--- src/rtl/tia_horizontal_sync.sv ---
// Horizontal sync/blank/burst/RDY latches driven by the qualified horizontal LFSR decodes.
// Latency: every output is registered, 1 clk after the decode. There is no backpressure.
module tia_horizontal_sync #(
   parameter int LINE_W = 9
) (
   input  logic              clk,
   input  logic              rsyn_n,
   input  logic              hce,
   input  logic              shb,
   input  logic              shs,
   input  logic              rhs,
   input  logic              rcb,
   input  logic              rhb,
   input  logic              lrhb,
   input  logic              cnt,
   input  logic              wsync,
   input  logic              hmove,
   input  logic              lclr,
   output logic              hsync,
   output logic              hblank,
   output logic              cburst,
   output logic              rdy,
   output logic              hmove_late,
   output logic              line_start,
   output logic              center,
   output logic [LINE_W-1:0] line_count
);

   localparam logic [LINE_W-1:0] CNT_MAX = '1;
   localparam logic [LINE_W-1:0] CNT_ONE = {{(LINE_W-1){1'b0}}, 1'b1};

   logic              hsync_q, hsync_d;
   logic              hblank_q, hblank_d;
   logic              cburst_q, cburst_d;
   logic              rdy_q, rdy_d;
   logic              hmove_late_q, hmove_late_d;
   logic              line_start_q, line_start_d;
   logic              center_q, center_d;
   logic [LINE_W-1:0] line_count_q, line_count_d;

   logic q_shb, q_shs, q_rhs, q_rcb, q_rhb, q_lrhb, q_cnt;
   logic hblank_clr;

   assign q_shb  = shb  & hce;
   assign q_shs  = shs  & hce;
   assign q_rhs  = rhs  & hce;
   assign q_rcb  = rcb  & hce;
   assign q_rhb  = rhb  & hce;
   assign q_lrhb = lrhb & hce;
   assign q_cnt  = cnt  & hce;

   // An HMOVE this line moves the blank end from rhb to the later lrhb decode.
   assign hblank_clr = hmove_late_q ? q_lrhb : q_rhb;

   always_comb begin
      hsync_d      = hsync_q;
      hblank_d     = hblank_q;
      cburst_d     = cburst_q;
      rdy_d        = rdy_q;
      hmove_late_d = hmove_late_q;
      line_start_d = q_shb;
      center_d     = q_cnt;
      line_count_d = line_count_q;

      if (q_rhs)           hsync_d = 1'b0;
      else if (q_shs)      hsync_d = 1'b1;

      if (q_rcb)           cburst_d = 1'b0;
      else if (q_rhs)      cburst_d = 1'b1;

      if (q_shb)           hblank_d = 1'b1;
      else if (hblank_clr) hblank_d = 1'b0;

      if (hmove)           hmove_late_d = 1'b1;
      else if (q_shb)      hmove_late_d = 1'b0;

      if (wsync)           rdy_d = 1'b0;
      else if (q_shb)      rdy_d = 1'b1;

      if (lclr)                                line_count_d = '0;
      else if (q_shb && line_count_q != CNT_MAX) line_count_d = line_count_q + CNT_ONE;
   end

   always_ff @(posedge clk or negedge rsyn_n) begin
      if (!rsyn_n) begin
         hsync_q      <= 1'b0;
         hblank_q     <= 1'b1;
         cburst_q     <= 1'b0;
         rdy_q        <= 1'b1;
         hmove_late_q <= 1'b0;
         line_start_q <= 1'b0;
         center_q     <= 1'b0;
         line_count_q <= '0;
      end else begin
         hsync_q      <= hsync_d;
         hblank_q     <= hblank_d;
         cburst_q     <= cburst_d;
         rdy_q        <= rdy_d;
         hmove_late_q <= hmove_late_d;
         line_start_q <= line_start_d;
         center_q     <= center_d;
         line_count_q <= line_count_d;
      end
   end

   assign hsync      = hsync_q;
   assign hblank     = hblank_q;
   assign cburst     = cburst_q;
   assign rdy        = rdy_q;
   assign hmove_late = hmove_late_q;
   assign line_start = line_start_q;
   assign center     = center_q;
   assign line_count = line_count_q;

endmodule

--- config.mk ---
export PLATFORM = sky130hd
export DESIGN_NAME = tia_horizontal_sync
export DESIGN_NICKNAME = d
export VERILOG_FILES = /design/src/rtl/tia_horizontal_sync.sv
export SDC_FILE = /design/constraint.sdc
export NUM_CORES = 1
export LEC_CHECK = 0
export CORE_MARGIN = 3
export CORE_UTILIZATION = 35
export CTS_BUF_LIST = sky130_fd_sc_hd__clkbuf_8
export DETAILED_ROUTE_END_ITERATION = 8
export MAX_ROUTING_LAYER = met4
export PLACE_DENSITY = 0.75
export SLEW_MARGIN = 20
export SYNTH_ARGS = -nofsm -noshare
export SYNTH_HDL_FRONTEND = slang
export SYNTH_SLANG_ARGS = --single-unit
--- constraint.sdc ---
create_clock -name clk -period 2.2 [get_ports clk]
set_clock_uncertainty 0.15 [all_clocks]
set_input_delay 0.44 -clock clk [delete_from_list [all_inputs] [get_ports clk]]
set_output_delay 0.44 -clock clk [all_outputs]
set_load 0.005 [all_outputs]
==> impl_metrics.json <==
{
  "rsz0062_at_grt": "no",
  "synth_area_leader_cell": "dfrtp_1",
  "swShare_pct": 20.5,
  "synth.area.top_cells": "dfrtp_1 (48%), dfstp_2 (7.1%), a21oi_1 (6.1%), mux2i_1 (4.1%), nor2_1 (3.6%)",
  "overflow": 0,
  "relSlewSlack_pct": 78.5,
  "hold_path_class": "register to register",
  "fp.dieW_microns": 51.8,
  "cts_setup_buffers": 0,
  "grt_pass1_wl_microns": 2670,
  "antennaDiodeCount": 0,
  "drv_slew": 0,
  "maxCapViolations": 0,
  "ys_top_cells_by_count": "dfrtp_1 (14), a21oi_1 (9), nor2_1 (7), nand2_1 (4)",
  "cts_max_path_buffers": 2,
  "required_ns": 2.22,
  "max_freq_ghz": 0.487,
  "critPathMaxFanout": 7,
  "critical_path_class": "register to register",
  "switching_power_uw": 135,
  "htreeDepth": 1,
  "drt_iter0_markers": 2,
  "syn_area_per_cell_sq_um": 11.0,
  "vias_per_cell": 4.89,
  "p_leak_nw": 0.479,
  "synth_flop_cell": "dfrtp_1",
  "io_buffers": 28,
  "synthCells": 67,
  "power_uw": 658,
  "track_usage_pct": 13.4,
  "pwr-share-comb_pct": 13.1,
  "syn2layout_area_growth_pct": 49.0,
  "postCtsHoldBufs": 0,
  "cp-start-kind": "register",
  "ys_ff_latch": 16,
  "fin_crit_sh_pct": 93.4,
  "nNetsFinal": 115,
  "grt_max_degree": 17,
  "routed_wl_microns": 1550,
  "timing.hold.worst_path_depth": 2,
  "dr_total_vias": 606,
  "die_h_microns": 51.8,
  "cts_resized": 0,
  "die_area_sq_um": 2690,
  "fillers": 153,
  "peakVddDrop_mv": 0.549,
  "rows": 15,
  "cts_root_buffer": "clkbuf_8",
  "power.share.sequential_pct": 48.4,
  "max_stage_delay_ns": 0.42,
  "synthesis.nets": 82,
  "crit_arrival_ns": 2.07,
  "cts_buffers": 3,
  "dp_hpwl_microns": 1190,
  "synth_cell_types": 22,
  "io_pins": 29,
  "antenna_found_initial": 0,
  "setup-violations-final": 0,
  "ys_async_sr_fraction_pct": 100,
  "ant_nets": 0,
  "crit_family": "simple AND/OR/NAND/NOR gates",
  "yosysWarningCount": 0,
  "synth_most_common_cell": "dfrtp_1",
  "cts_sinks": 16,
  "powerDensity_nw_per_um2": 601,
  "yosysSeqAreaShare_pct": 54.8,
  "reg2reg_depth": 8,
  "worst_path_most_repeated_cell": "ha_1",
  "synth-edff-count": 0,
  "dr.pass1.iters": 2,
  "critPathSlowestCell": "dfrtp_1",
  "cp.depth": 8,
  "status": "finished clean",
  "place_congestion": 0.730,
  "start_util_pct": 39.6,
  "hold_violations": 0,
  "drc_errors": 0,
  "grt_pass1_vias": 605,
  "endpoint_kind": "register",
  "insertion_delay_ns": 0.25,
  "p_int_uw": 523,
  "clkTransAtPathRegs_ns": 0.06,
  "syn_area_sq_um": 736,
  "p_clk_share_pct": 38.5,
  "wire_per_inst_microns": 12.5,
  "setup-tns-final_ns": 0,
  "crit_chain": "ha_1 > nand3_1 > nor2_1 > ha_1 > nand3b_4 > buf_4 > or3_1 > a21oi_1",
  "synth_top_cell_area_share_pct": 47.6,
  "cp_num_buf_inv": 1,
  "drive_gt1_share_pct": 11.1,
  "post-route-min-period_ns": 2.06,
  "design.core.area_sq_um": 1860,
  "cts_tree": "done",
  "worst_pin_slew_ns": 0.321
}
through the flow:
step | utilization [%] | area, sq um | setup slack [ns] | std cells | hold slack [ns]
final | 59.0 | 1100 | 0.145 | 124 | 0.328
after global placement | 56.0 | 1040 | 0.189 | 120 | 0.320
after global routing | 59.0 | 1100 | 0.0259 | 124 | 0.352
after floorplan | - | 736 | 0.269 | 67 | -0.00559
after detailed placement | 56.0 | 1040 | 0.138 | 120 | 0.330
after CTS | 59.0 | 1100 | 0.124 | 124 | 0.336
layer usage:
layer | share of wire, % | global-route usage, % | wire length [microns]
met1 | 47 | 16.8 | 734
met2 | 46 | 21.8 | 722
met3 | 6.2 | 4.30 | 97
met4 | 0 | 1.31 | 0
met5 | 0 | - | 0
logic make-up after synthesis:
kind of cell    Yosys count  share of synthesized area [%]
mux                       3                           4.08
xor+xnor                  2                           2.38
buf+inv                   5                           4.93
simple gates             23                           18.2
flops                    16                           54.8
compound gates           16                           12.2
fa+ha+maj                 2                           3.40
layout make-up:
| class | instances | area [sq um] | area share [%] |
|---|---|---|---|
| inverters | 2 | 7.51 | 0.685 |
| well taps | 25 | 31.3 | 2.85 |
| multi-input cells | 46 | 297 | 27.1 |
| clock buffers | 4 | 55.1 | 5.02 |
| repair buffers | 31 | 303 | 27.6 |
| flip-flops and latches | 16 | 403 | 36.8 |
power by group through the flow:
stage | clock, mW | combinational [mW] | sequential [mW]
after floorplan | 0 | 0.0280 | 0.325
after global placement | 0 | 0.0878 | 0.323
after detailed placement | 0 | 0.0880 | 0.323
after CTS | 0.264 | 0.0886 | 0.319
after global routing | 0.276 | 0.0965 | 0.320
final | 0.253 | 0.0866 | 0.319
placed cells by master, fill, tap and decap left out, types with 3 or more instances in the layout:
cell             Yosys  final
nor2_1               7      7
nand2_1              4      4
nand3_1              3      3
buf_4                0      3
clkbuf_8             1      4
or4_1                3      3
mux2i_1              3      3
dfrtp_1             14     14
a21oi_1              9      9
o31ai_1              3      3
clkdlybuf4s50_1      0     28
o21ai_0              3      3
worst register-to-register path, delay by kind of cell (launching register included):
| kind | cells | cell delay [ns] |
|---|---|---|
| compound gates | 1 | 0.14 |
| fa+ha+maj | 2 | 0.43 |
| buf+inv | 1 | 0.18 |
| flops | 1 | 0.42 |
| simple gates | 4 | 0.67 |
flip-flops by register name, summed over array words and instances, names as in the netlist:
signal      cells
rdy             1
hsync           1
center          1
hblank          1
cburst          1
hmove_late      1
line_count      9
line_start      1
final timing paths:
| kind | startpoint | end | slack [ns] |
|---|---|---|---|
| worst max-delay path | line_count[0]$_DFFE_PN0P_ | line_count[3]$_DFFE_PN0P_ | 0.14 |
| worst min-delay path | hblank$_DFFE_PN1P_ | hblank$_DFFE_PN1P_ | 0.33 |
| worst max register to register | line_count[0]$_DFFE_PN0P_ | line_count[3]$_DFFE_PN0P_ | 0.14 |
| worst min register to register | hblank$_DFFE_PN1P_ | hblank$_DFFE_PN1P_ | 0.33 |
| max in group asynchronous | rsyn_n | rdy$_DFFE_PN1P_ | 1.30 |
| min in group asynchronous | rsyn_n | line_count[4]$_DFFE_PN0P_ | 0.35 |
Power figures use the tool's default switching activity.
